==> config.mk <==
export PLATFORM = sky130hd
export DESIGN_NAME = fd_multi_div
export DESIGN_NICKNAME = d
export VERILOG_FILES = /design/src/rtl/fd_pkg.sv /design/src/rtl/fd_channel.sv /design/src/rtl/fd_multi_div.sv
export SDC_FILE = /design/constraint.sdc
export NUM_CORES = 1
export LEC_CHECK = 0
export ABC_CLOCK_PERIOD_IN_PS = 4400
export BUFFER_PORTS_ARGS = -buffer_cell sky130_fd_sc_hd__buf_2
export CAP_MARGIN = 20
export CORE_MARGIN = 2
export CORE_UTILIZATION = 35
export CTS_BUF_LIST = sky130_fd_sc_hd__clkbuf_2 sky130_fd_sc_hd__clkbuf_4 sky130_fd_sc_hd__clkbuf_8
export CTS_CLUSTER_DIAMETER = 100
export DETAILED_ROUTE_END_ITERATION = 16
export PLACE_DENSITY = 0.58
export REMOVE_ABC_BUFFERS = 1
export SYNTH_ARGS = -nofsm -noshare
export SYNTH_HDL_FRONTEND = slang
export SYNTH_SLANG_ARGS = --single-unit
==> constraint.sdc <==
create_clock -name clk -period 4.4 [get_ports clk]
set_clock_uncertainty 0.2 [all_clocks]
set_input_delay 0.88 -clock clk [delete_from_list [all_inputs] [get_ports clk]]
set_output_delay 0.88 -clock clk [all_outputs]
set_load 0.03 [all_outputs]
==> src/rtl/fd_pkg.sv <==
// Shared constants for the multi-channel frequency divider: system clock rate
// and the standard divisors used by game logic, display and sound.
package fd_pkg;

    localparam int unsigned CLK_HZ    = 50_000_000;

    localparam int unsigned DIV_100HZ = 250_000;
    localparam int unsigned DIV_1KHZ  = 25_000;
    localparam int unsigned DIV_10KHZ = 2_500;

    // Divisor giving a square wave of f Hz (two wraps per sq period).
    function automatic int unsigned hz_to_div(input int unsigned f);
        if (f == 0) begin
            return 0;
        end
        return CLK_HZ / (2 * f);
    endfunction

endpackage

==> src/rtl/fd_channel.sv <==
// One divider channel: phase counter, active/shadow divisor pair and the
// registered tick/sq/busy outputs.
module fd_channel
    import fd_pkg::*;
#(
    parameter int CNT_W       = 25,
    parameter int DIV_DEFAULT = DIV_100HZ
) (
    input  logic             clk,
    input  logic             rst_n,
    input  logic             en,
    input  logic             sync_clr,
    input  logic             wr,
    input  logic [CNT_W-1:0] wr_val,
    output logic             tick,
    output logic             sq,
    output logic             busy
);

    localparam logic [CNT_W-1:0] DIV_INIT = CNT_W'(DIV_DEFAULT);

    logic [CNT_W-1:0] cnt;
    logic [CNT_W-1:0] active;
    logic [CNT_W-1:0] shadow;
    logic [CNT_W-1:0] eff_div;
    logic             wrap;

    // A stored divisor of zero behaves like one.
    always_comb begin
        eff_div = (active == '0) ? CNT_W'(1) : active;
        wrap    = (cnt == eff_div - CNT_W'(1));
    end

    always_ff @(posedge clk or negedge rst_n) begin
        if (!rst_n) begin
            cnt    <= '0;
            active <= DIV_INIT;
            shadow <= DIV_INIT;
            tick   <= 1'b0;
            sq     <= 1'b0;
            busy   <= 1'b0;
        end else if (sync_clr) begin
            cnt    <= '0;
            tick   <= 1'b0;
            sq     <= 1'b0;
            busy   <= 1'b0;
            active <= wr ? wr_val : shadow;
            if (wr) begin
                shadow <= wr_val;
            end
        end else begin
            tick <= 1'b0;
            if (en) begin
                if (wrap) begin
                    cnt  <= '0;
                    tick <= 1'b1;
                    sq   <= ~sq;
                    // Pending divisor only takes over at a period boundary.
                    if (busy) begin
                        active <= shadow;
                        busy   <= 1'b0;
                    end
                end else begin
                    cnt <= cnt + CNT_W'(1);
                end
            end
            // A write in the wrap cycle stays pending for the next wrap.
            if (wr) begin
                shadow <= wr_val;
                if (en) begin
                    busy <= 1'b1;
                end else begin
                    active <= wr_val;
                    busy   <= 1'b0;
                end
            end
        end
    end

endmodule

==> src/rtl/fd_multi_div.sv <==
// Multi-channel frequency divider top: decodes divisor writes to per-channel
// strobes and fans out the shared clear to every channel.
module fd_multi_div
    import fd_pkg::*;
#(
    parameter int NUM_CH      = 4,
    parameter int CNT_W       = 25,
    parameter int DIV_DEFAULT = DIV_100HZ,
    parameter int CH_W        = (NUM_CH > 1) ? $clog2(NUM_CH) : 1
) (
    input  logic              clk,
    input  logic              rst_n,
    input  logic [NUM_CH-1:0] en,
    input  logic              sync_clr,
    input  logic              div_wr,
    input  logic [CH_W-1:0]   div_ch,
    input  logic [CNT_W-1:0]  div_val,
    output logic [NUM_CH-1:0] tick,
    output logic [NUM_CH-1:0] sq,
    output logic [NUM_CH-1:0] busy
);

    logic [NUM_CH-1:0] ch_wr;

    // Channel indices past NUM_CH match no strobe, so such writes vanish.
    generate
        for (genvar i = 0; i < NUM_CH; i++) begin : g_ch
            assign ch_wr[i] = div_wr && (div_ch == CH_W'(i));

            fd_channel #(
                .CNT_W      (CNT_W),
                .DIV_DEFAULT(DIV_DEFAULT)
            ) u_ch (
                .clk     (clk),
                .rst_n   (rst_n),
                .en      (en[i]),
                .sync_clr(sync_clr),
                .wr      (ch_wr[i]),
                .wr_val  (div_val),
                .tick    (tick[i]),
                .sq      (sq[i]),
                .busy    (busy[i])
            );
        end
    endgenerate

endmodule

==> results of run 1 <==
-- metal layers --
layer  vias up  routed length, um
met4         2               1570
met3       102               3490
li1       7804                  -
met1      8446              27300
met5         -                 13
met2       535              28300
-- layout make-up --
type	count	area, sq um	area share
tap	696	871	0.0388
sequential	312	7880	0.351
timing repair buffer	179	1440	0.0642
antenna	2	5.00	0.000223
inverter	41	154	0.00686
multi-input combinational	1601	10800	0.483
clock inverter	9	75.1	0.00335
clock buffer	96	1160	0.0519
-- cell families after synthesis --
family,after synthesis,share of synthesized area
AO/OA/AOI/OAI,366,0.134
multiplexers,141,0.0785
XOR/XNOR,203,0.0934
AND/OR/NAND/NOR,883,0.239
adder cells (fa/ha/maj),8,0.00521
buffers and inverters,173,0.0391
flip-flops,312,0.410
-- how the worst min path moves through the flow --
stage	from	to	slack, ns	cells after the start
detailed placement	g_ch[0].u_ch.shadow[4]$_DFF_PN1_	g_ch[0].u_ch.shadow[4]$_DFF_PN1_	0.27	2
finish	rst_n	g_ch[2].u_ch.cnt[23]$_DFFE_PN0P_	0.02	1
global placement	g_ch[0].u_ch.shadow[4]$_DFF_PN1_	g_ch[0].u_ch.shadow[4]$_DFF_PN1_	0.27	2
global route	rst_n	g_ch[2].u_ch.cnt[22]$_DFFE_PN0P_	0.05	1
CTS	rst_n	g_ch[2].u_ch.cnt[23]$_DFFE_PN0P_	0.02	1
floorplan	g_ch[0].u_ch.shadow[4]$_DFF_PN1_	g_ch[0].u_ch.shadow[4]$_DFF_PN1_	0.26	2
-- registers in the layout (all words and copies together), names as in the netlist --
register          cells
g_ch.u_ch.busy        4
g_ch.u_ch.cnt       100
g_ch.u_ch.tick        4
g_ch.u_ch.active    100
g_ch.u_ch.sq          4
g_ch.u_ch.shadow    100
-- repair_timing --
item,CTS,global route
pin swaps,0,29
gates resized for setup,1,79
hold buffers,0,0
setup endpoints to repair,2,142
buffers inserted,0,15
cloned,0,4
-- worst max-delay path, delay by kind of cell, from the launching register on --
family                   cells  cell delay (ns)
AND/OR/NAND/NOR              9             2.20
buffers and inverters        1             0.16
AO/OA/AOI/OAI                4             0.83
flip-flops                   1             0.58
adder cells (fa/ha/maj)      1             0.23
-- cells in the mapped netlist, drive strengths merged (39+ instances only) --
cell | count | share of area
nor2 | 273 | 0.053
dfrtp | 256 | 0.33
nand2 | 139 | 0.027
nand3 | 125 | 0.033
xor2 | 103 | 0.047
xnor2 | 99 | 0.045
clkbuf | 88 | 0.017
a22oi | 81 | 0.032
o21ai | 80 | 0.021
mux2 | 76 | 0.045
mux2i | 65 | 0.034
nor3 | 59 | 0.016
dfstp | 56 | 0.077
nand4 | 50 | 0.017
nand3b | 47 | 0.018
a21oi | 45 | 0.012
buf | 44 | 0.014
and3 | 42 | 0.014
inv | 41 | 0.0080
nor4 | 39 | 0.018
-- report_power, final --
part,switching [mW],internal [mW],total (mW),leakage [nW]
logic,1.30,1.04,2.34,4.82
registers,0.419,3.36,3.78,3.87
clock network,1.31,1.71,3.03,0.663
-- through the flow --
stage	cell area (sq um)	std cells	total power [mW]	hold WS (ns)	setup WS, ns
after floorplan	18600	1954	5.14	0.255	-0.584
after global placement	20700	2810	5.98	0.266	0.0819
after detailed placement	20700	2810	6.05	0.275	0.0303
after CTS	21900	2915	9.14	0.0219	0.0163
after global routing	22400	2935	9.65	0.0533	-0.0883
final	22400	2936	9.14	0.0203	0.0404
==> key figures, run 1 <==
Run status
  • Outcome: completed

Clock network
  • Worst-Skew Late Latency: 0.67 ns
  • CTS tree: done
  • TritonCTS Buffers: 56
  • Clk slew on worst S/H paths: 0.06 ns
  • Clock root buffer master: clkbuf_8
  • Clock tree buffer depth: 3
  • # H-tree levels: 2
  • Sink count of the clock tree: 312

Final layout
  • Share of cells above drive strength 1: 0.223
  • Final core occ: 0.415
  • Layout overhead on the synthesized area: 16.9%
  • Commonest non-fill, non-tap cell in the layout: dfrtp_1
  • FILL cells: 5354
  • Nets: 2234
  • Commonest non-fill, non-tap cells in the layout: dfrtp_1 (256), nor2_1 (251), nand2_1 (138)

Worst setup path
  • Critical path peak fanout: 7
  • Crit path arrival time: 4.68 ns
  • CP max-delay cell: or4_4
  • Worst Path Required: 4.72 ns
  • Largest stage delay on the critical path: 0.64 ns
  • Critical Path, Cell by Cell: nor4_4, nand4_1, nor2_4, nor2_1, ha_2, or4b_4, or4b_4, a211oi_2, a311oi_2, a2111oi_4, o2111ai_2, or4_4, nand2_8, buf_12, nor3_4
  • Reg2reg path depth: 15
  • Worst setup path end: g_ch[3].u_ch.cnt[15]$_DFFE_PN0P_
  • Crit path capture type: register
  • R2r setup slk: 0.04 ns
  • Worst r2r src: g_ch[3].u_ch.active[14]$_DFF_PN1_
  • WS Path Type: register to register
  • Worst Setup SP: g_ch[3].u_ch.active[14]$_DFF_PN1_
  • Reg2reg end: g_ch[3].u_ch.cnt[15]$_DFFE_PN0P_
  • Most used cell along the critical path: or4b_4
  • Crit start category: register

Logic synthesis
  • Post-synth cell types: 91
  • Count of flip-flops with a built-in enable after synthesis: 0
  • Syn avg cell area: 9.20 sq um
  • Yosys Warn Count: 0
  • Cell count after synthesis: 2086
  • Register area share after synthesis: 0.410
  • FFs w/ async S/R, synth: 1.00
  • Syn Std Cell Area: 0.0192 sq mm
  • Yosys reg bits: 312
  • Post-synth top flop: dfrtp_1

Placement
  • I/O Buffers: 46
  • RePlAce Congestion: 0.933
  • DP HPWL: 41500 um

Hold path
  • Worst Hold Class: input port to async pin

Global routing
  • Grt peak-use layer: met2
  • Initial antenna violation count: 2
  • Grt total ovfl: 0
  • Pin count of the biggest net entering global routing: 83
  • Vias in the first global route: 16528
  • Met3 usage: 0.0316
  • GR met2 Demand/Resource: 0.339
  • GRT Total Usage: 0.211
  • Met1 GRT Util: 0.292
  • First-pass GRT wire length: 95000 um

Die
  • Die area: 0.0567 sq mm
  • Die W: 238 um
  • Core Box Area: 0.0540 sq mm
  • Die Span Y: 238 um
  • Initial Utilization: 0.355
  • Number of cell rows: 85
  • Number of I/O pins: 47

Timing
  • Final setup violation count: 0
  • Crit share post-route: 0.991
  • TNS Setup: 0 ns
  • Worst slew pin tran: 1.09 ns
  • Final max-slew violation count: 0
  • Tmin final: 4.36 ns
  • Unrepaired setup endpoints after global routing: true
  • Final hold viol count: 0
  • Relative slew slack: 0.275
  • Fmax: 229 MHz

Drt
  • Post-route ant nets: 0
  • Violation count after the first detailed-route iteration: 1415
  • DR pass1 iterations: 5
  • WL per Instance: 20.7 um
  • DRC: 0
  • Vias: 16889
  • Routed WL: 60700 um
  • DR vias/cell: 5.75

Power and ir drop
  • Power per Cell Area: 408 mW/mm^2
  • Max IR drop VDD: 0.214 mV
  • LEAKAGE: 9.35 nW

Run
  • Maxcap violations: 0
(Power assumes the default switching activity.)
==> run 2: changes to the inputs <==
--- a/config.mk
+++ b/config.mk
@@ -9,11 +9,11 @@
 export BUFFER_PORTS_ARGS = -buffer_cell sky130_fd_sc_hd__buf_2
 export CAP_MARGIN = 20
 export CORE_MARGIN = 2
-export CORE_UTILIZATION = 35
+export CORE_UTILIZATION = 40
 export CTS_BUF_LIST = sky130_fd_sc_hd__clkbuf_2 sky130_fd_sc_hd__clkbuf_4 sky130_fd_sc_hd__clkbuf_8
 export CTS_CLUSTER_DIAMETER = 100
 export DETAILED_ROUTE_END_ITERATION = 16
-export PLACE_DENSITY = 0.58
+export PLACE_DENSITY = 0.64
 export REMOVE_ABC_BUFFERS = 1
 export SYNTH_ARGS = -nofsm -noshare
 export SYNTH_HDL_FRONTEND = slang
==> key figures, run 2 (same netlist as run 1, synthesis figures left out) <==
Drt
  • Vias: 16826 (-0.37%)
  • DR pass1 iterations: 7 (+2)
  • DR vias/cell: 5.93 (+3.1%)
  • DRC: 0 (unchanged)
  • Routed WL: 57900 um (-4.6%)
  • Post-route ant nets: 0 (unchanged)
  • Violation count after the first detailed-route iteration: 1332 (-5.9%)
  • WL per Instance: 20.4 um (-1.3%)

Timing
  • Final WS setup: 0.0275 ns (-0.0129 ns)
  • Relative slew slack: 0.309 (+0.0339)
  • Worst slew pin tran: 1.04 ns (-0.0508 ns)
  • TNS Setup: 0 ns (unchanged)
  • Final setup violation count: 0 (unchanged)
  • Crit share post-route: 0.994 (+0.00294)
  • Final max-slew violation count: 0 (unchanged)
  • Unrepaired setup endpoints after global routing: true
  • Final hold viol count: 0 (unchanged)
  • Fmax: 229 MHz (-0.30%)
  • Tmin final: 4.37 ns (+0.0129 ns)
  • Hold WS: 0.0164 ns (-0.00391 ns)

Worst setup path
  • Reg2reg path depth: 15 (unchanged)
  • WS Path Type: register to register
  • Reg2reg end: g_ch[3].u_ch.cnt[8]$_DFFE_PN0P_
  • Crit path capture type: register
  • Worst r2r src: g_ch[3].u_ch.active[15]$_DFF_PN1_
  • Worst Setup SP: g_ch[3].u_ch.active[15]$_DFF_PN1_
  • Worst Path Required: 4.75 ns (+0.03 ns)
  • Crit start category: register
  • Crit path arrival time: 4.73 ns (+0.05 ns)
  • R2r setup slk: 0.03 ns (about the same)
  • Critical path peak fanout: 6 (-1)
  • Worst setup path end: g_ch[3].u_ch.cnt[8]$_DFFE_PN0P_

Power and ir drop
  • Tot Pwr: 9.14 mW (about the same)
  • Max IR drop VDD: 0.190 mV (-11%)
  • Power per Cell Area: 414 mW/mm^2 (+1.7%)
  • LEAKAGE: 9.28 nW (-0.75%)

Die
  • Die Span Y: 223 um (-6.4%)
  • Number of cell rows: 80 (-5.9%)
  • Number of I/O pins: 47 (unchanged)
  • Die W: 223 um (-6.4%)
  • Core Box Area: 0.0475 sq mm (-12%)
  • Die area: 0.0498 sq mm (-12%)
  • Initial Utilization: 0.404 (+0.0484)

Clock network
  • # H-tree levels: 2 (unchanged)
  • CTS tree: done
  • Worst-Skew Late Latency: 0.67 ns (about the same)
  • TritonCTS Buffers: 55 (-1.8%)
  • Clk slew on worst S/H paths: 0.06 ns (about the same)
  • Clock tree buffer depth: 3 (unchanged)
  • Sink count of the clock tree: 312 (unchanged)
  • Hold Buf Count CTS: 0 (unchanged)
  • Clock root buffer master: clkbuf_8

Global routing
  • Initial antenna violation count: 2 (unchanged)
  • Vias in the first global route: 16466 (-0.38%)
  • Grt total ovfl: 0 (unchanged)
  • First-pass GRT wire length: 92200 um (-3.0%)
  • Pin count of the biggest net entering global routing: 110 (+33%)
  • GRT Total Usage: 0.232 (+0.0211)

Placement
  • DP HPWL: 39400 um (-4.9%)
  • RePlAce Congestion: 0.911 (-2.3%)
  • Setup WS pre-CTS: 0.0239 ns (-0.00633 ns)
  • I/O Buffers: 46 (unchanged)
  • Placed Instances: 2724 (-3.1%)

Final layout
  • Commonest non-fill, non-tap cell in the layout: nor2_1
  • Nets: 2220 (-0.63%)
  • Multi-input logic area: 0.0107 sq mm (-1.0%)
  • Sequential cell area: 0.00788 sq mm (unchanged)
  • Share of cells above drive strength 1: 0.212 (-0.0106)
  • Ant. Diodes: 0 (-2)
  • Layout overhead on the synthesized area: 15.0%
  • Largest regs: g_ch.u_ch.active: 100 flops, g_ch.u_ch.cnt: 100 flops, g_ch.u_ch.shadow: 100 flops
  • Commonest non-fill, non-tap cells in the layout: nor2_1 (259), dfrtp_1 (256), nand2_1 (138)
  • FILL cells: 4479 (-16%)
  • Final Non-Filler Cells: 2838 (-3.3%)

Hold path
  • Worst Hold Class: input port to async pin

Run status
  • Outcome: completed

Run
  • Maxcap violations: 0 (unchanged)
## run 2: changes by cell type in the layout (fill, tap and decap cells not counted), moves of 3 or more
cell      change
buf_4         -8
nor2_1        +8
buf_12        -4
o21ai_1       -3
o21ai_0       +3
clkbuf_8      +7
nor2_2        +4
nor2_4       -12
clkbuf_4      -7
## run 2: power breakdown
group / internal (mW) / switching [mW]
Clock: 1.78 / 1.30
Combinational: 1.02 / 1.27
Sequential: 3.36 / 0.411
## run 2: area by class of cell
type	count	area share
Clock buffer	96	0.0548
Clock inverter	7	0.00301
Inverter	41	0.00697
Multi-Input combinational cell	1601	0.486
Sequential cell	312	0.357
Tap cell	615	0.0349
Timing Repair Buffer	166	0.0572
## run 2: worst max-delay path, stage by stage (launching register included)
cell,delay (ns)
dfstp_2,0.60
nor4_4,0.07
nand4_1,0.18
nor2_4,0.05
nor2_2,0.11
ha_2,0.23
or4b_4,0.47
or4b_4,0.49
a211oi_2,0.21
a311oi_2,0.09
a2111oi_4,0.32
o2111ai_2,0.25
or4_4,0.66
nand2_8,0.13
clkbuf_16,0.15
nor2_1,0.04
## run 2: stage by stage
step,util,instance area (sq um)
final,0.464,22100
after global routing,0.464,22100
after CTS,0.458,21800
after detailed placement,0.431,20500
after global placement,0.431,20500
after floorplan,-,18600
## run 2: how the worst min path moves through the flow
stage,end,slack (ns),cells past startpoint
detailed placement,g_ch[0].u_ch.shadow[4]$_DFF_PN1_,0.28,2
CTS,g_ch[2].u_ch.busy$_DFFE_PN0P_,0.12,1
floorplan,g_ch[0].u_ch.shadow[4]$_DFF_PN1_,0.26,2
global route,g_ch[2].u_ch.cnt[1]$_DFFE_PN0P_,0.07,1
global placement,g_ch[0].u_ch.shadow[4]$_DFF_PN1_,0.27,2
finish,g_ch[2].u_ch.cnt[1]$_DFFE_PN0P_,0.02,1
## run 2: repair_timing
action | in CTS | in global routing
resized for setup | 0 | 48
buffers inserted | 0 | 10
setup endpoints to repair | 0 | 163
## run 2: metal layers
layer	up-vias	part of all wire	GRT usage
met4	0	0.028	0.0747
met3	98	0.059	0.0352
li1	7785	-	-
met2	498	0.46	0.372
met5	-	0	0
met1	8445	0.45	0.322
==> run 3: changes to the inputs <==
--- a/config.mk
+++ b/config.mk
@@ -5,7 +5,7 @@
 export SDC_FILE = /design/constraint.sdc
 export NUM_CORES = 1
 export LEC_CHECK = 0
-export ABC_CLOCK_PERIOD_IN_PS = 4400
+export ABC_CLOCK_PERIOD_IN_PS = 4800
 export BUFFER_PORTS_ARGS = -buffer_cell sky130_fd_sc_hd__buf_2
 export CAP_MARGIN = 20
 export CORE_MARGIN = 2
@@ -13,7 +13,7 @@
 export CTS_BUF_LIST = sky130_fd_sc_hd__clkbuf_2 sky130_fd_sc_hd__clkbuf_4 sky130_fd_sc_hd__clkbuf_8
 export CTS_CLUSTER_DIAMETER = 100
 export DETAILED_ROUTE_END_ITERATION = 16
-export PLACE_DENSITY = 0.64
+export PLACE_DENSITY = 0.62
 export REMOVE_ABC_BUFFERS = 1
 export SYNTH_ARGS = -nofsm -noshare
 export SYNTH_HDL_FRONTEND = slang
==> constraint.sdc (replaced) <==
create_clock -name clk -period 4.8 [get_ports clk]
set_clock_uncertainty 0.2 [all_clocks]
set_input_delay 0.96 -clock clk [delete_from_list [all_inputs] [get_ports clk]]
set_output_delay 0.96 -clock clk [all_outputs]
set_load 0.03 [all_outputs]
==> key figures, run 3 (same netlist as run 1, synthesis figures left out) <==
Final layout
  • Final Cell Area: 0.0213 sq mm (-3.4%)
  • Nets: 2150 (-3.2%)
  • Commonest non-fill, non-tap cells in the layout: nor2_1 (272), dfrtp_1 (256), nand2_1 (138)
  • Largest regs: g_ch.u_ch.active: 100 flops, g_ch.u_ch.cnt: 100 flops, g_ch.u_ch.shadow: 100 flops
  • Share of cells above drive strength 1: 0.173 (-0.0387)
  • Sequential cell area: 0.00788 sq mm (unchanged)
  • Ant. Diodes: 0 (unchanged)
  • Multi-input logic area: 0.0106 sq mm (-1.5%)
  • Layout overhead on the synthesized area: 11.1%
  • Final core occ: 0.448 (-0.0158)
  • Commonest non-fill, non-tap cell in the layout: nor2_1
  • FILL cells: 4571 (+2.1%)

Run
  • Maxcap violations: 0 (unchanged)

Global routing
  • First-pass GRT wire length: 90500 um (-1.8%)
  • GRT Total Usage: 0.228 (-0.00347)
  • Pin count of the biggest net entering global routing: 90 (-18%)
  • Initial antenna violation count: 0 (-2)
  • Vias in the first global route: 16036 (-2.6%)
  • Grt total ovfl: 0 (unchanged)

Power and ir drop
  • Power per Cell Area: 380 mW/mm^2 (-8.3%)
  • LEAKAGE: 8.90 nW (-4.1%)
  • Clock power frac: 0.343 (+0.006)
  • Sequential share of power: 0.441 (+0.029)
  • Internal power: 5.45 mW (-11%)
  • Max IR drop VDD: 0.196 mV (+3.2%)
  • Switching share of total power: 0.327 (about the same)
  • Comb power frac: 0.216 (-0.035)
  • NetSw: 2.65 mW (-11%)

Drt
  • Vias: 16393 (-2.6%)
  • DR pass1 iterations: 5 (-2)
  • Post-route ant nets: 0 (unchanged)
  • DR vias/cell: 5.92 (-0.15%)
  • Violation count after the first detailed-route iteration: 1234 (-7.4%)
  • WL per Instance: 20.4 um (-0.16%)
  • DRC: 0 (unchanged)
  • Routed WL: 56400 um (-2.6%)

Run status
  • Outcome: completed

Die
  • Number of cell rows: 80 (unchanged)
  • Die W: 223 um (unchanged)
  • Die Span Y: 223 um (unchanged)
  • Initial Utilization: 0.404 (unchanged)
  • Die area: 0.0498 sq mm (unchanged)
  • Number of I/O pins: 47 (unchanged)
  • Core Box Area: 0.0475 sq mm (unchanged)

Timing
  • Final setup violation count: 0 (unchanged)
  • Fmax: 220 MHz (-3.6%)
  • Worst slew pin tran: 0.999 ns (-0.0363 ns)
  • Unrepaired setup endpoints after global routing: false
  • Final WS setup: 0.264 ns (+0.237 ns)
  • Tmin final: 4.54 ns (+0.163 ns)
  • Final hold viol count: 0 (unchanged)
  • TNS Setup: 0 ns (unchanged)
  • Crit share post-route: 0.945 (-0.0488)
  • Final max-slew violation count: 0 (unchanged)
  • Relative slew slack: 0.332 (+0.0231)
  • Hold WS: 0.131 ns (+0.115 ns)

Clock network
  • Hold Buf Count CTS: 0 (unchanged)
  • # H-tree levels: 2 (unchanged)
  • CTS tree: done
  • TritonCTS Buffers: 55 (unchanged)
  • Sink count of the clock tree: 312 (unchanged)
  • Clk slew on worst S/H paths: 0.06 ns (about the same)
  • Clock root buffer master: clkbuf_8
  • Worst-Skew Late Latency: 0.67 ns (about the same)
  • Post-CTS repair timing setup buffer count: 0 (unchanged)
  • Clock tree buffer depth: 3 (unchanged)

Worst setup path
  • Kind of cell adding the most delay to the critical path: simple AND/OR/NAND/NOR gates
  • Crit path arrival time: 4.88 ns (+0.15 ns)
  • Critical Path, Cell by Cell: or4_1, or3_4, nor3_1, nor2_1, ha_1, nor3b_2, and3_1, nand2_1, nand3b_1, a2111oi_0, and4_1, nand4b_1, buf_12, mux2i_1, a222oi_1
  • WS Path Type: register to register
  • Crit path capture type: register
  • Worst Path Required: 5.14 ns (+0.39 ns)
  • Crit path buf inv count: 1 (unchanged)
  • Crit start category: register
  • CP max-delay cell: or4_1
  • Largest stage delay on the critical path: 0.68 ns (+0.02 ns)
  • Critical path peak fanout: 25 (+19)

Placement
  • Setup WS pre-CTS: 0.283 ns (+0.259 ns)
  • Area after DPL: 0.0201 sq mm (-2.2%)
  • I/O Buffers: 46 (unchanged)
  • RePlAce Congestion: 0.921 (+1.1%)
  • DP HPWL: 38400 um (-2.6%)

Hold path
  • Worst Hold Class: input port to async pin
-- run 3: changes by cell type in the layout (fill, tap and decap cells not counted), moves of 3 or more --
cell / change
nor2_4: -4
nor2_1: +13
clkbuf_4: +3
or4_4: -3
nor2_2: -9
clkbuf_8: -4
or4_1: +3
buf_4: -65
-- run 3: repair_timing --
action,in CTS,in global routing
endpoints found under the hold margin,0,0
gates resized for setup,0,1
setup endpoints to repair,0,22
-- run 3: area by class of cell --
class                   count  share of cell area
multi-input cells        1601               0.496
clock buffers              95              0.0552
well taps                 615              0.0361
inverters                  41             0.00722
repair buffers             96              0.0324
flip-flops and latches    312               0.370
clock inverters             9             0.00358
-- run 3: per-stage QoR --
stage	power [mW]	std cells
after floorplan	4.71	1954
after global placement	5.28	2664
after detailed placement	5.34	2664
after CTS	8.15	2768
after global routing	8.55	2769
final	8.10	2769
-- run 3: final timing paths --
check	end	from	depth (start not counted)	slack (ns)
setup / recovery	g_ch[2].u_ch.active[23]$_DFF_PN0_	g_ch[2].u_ch.active[8]$_DFF_PN0_	15	0.26
hold / removal	g_ch[2].u_ch.cnt[5]$_DFFE_PN0P_	rst_n	1	0.13
setup reg to reg	g_ch[2].u_ch.active[23]$_DFF_PN0_	g_ch[2].u_ch.active[8]$_DFF_PN0_	15	0.26
hold reg to reg	g_ch[0].u_ch.shadow[4]$_DFF_PN1_	g_ch[0].u_ch.shadow[4]$_DFF_PN1_	2	0.28
max in group asynchronous	g_ch[3].u_ch.active[4]$_DFF_PN1_	rst_n	2	3.30
min in group clk	g_ch[0].u_ch.shadow[4]$_DFF_PN1_	g_ch[0].u_ch.shadow[4]$_DFF_PN1_	2	0.28
-- run 3: power groups by stage --
| stage | logic, mW | registers (mW) | clock network, mW |
|---|---|---|---|
| after detailed placement | 1.73 | 3.61 | 0 |
| after floorplan | 1.26 | 3.45 | 0 |
| after global placement | 1.70 | 3.58 | 0 |
| final | 1.75 | 3.57 | 2.77 |
| after CTS | 1.74 | 3.56 | 2.84 |
| after global routing | 1.95 | 3.64 | 2.96 |
-- run 3: worst register-to-register path: stages, from the launching register on --
cell	delay [ns]
dfrtp_1	0.47
or4_1	0.68
or3_4	0.45
nor3_1	0.15
nor2_1	0.07
ha_1	0.20
nor3b_2	0.22
and3_1	0.31
nand2_1	0.14
nand3b_1	0.10
a2111oi_0	0.38
and4_1	0.25
nand4b_1	0.16
buf_12	0.23
mux2i_1	0.15
a222oi_1	0.25
-- run 3: layer usage --
| layer | global-route usage | wire [um] |
|---|---|---|
| met5 | 0 | 0 |
| met2 | 0.365 | 26000 |
| met4 | 0.0808 | 1580 |
| met3 | 0.0304 | 3310 |
| met1 | 0.318 | 25500 |
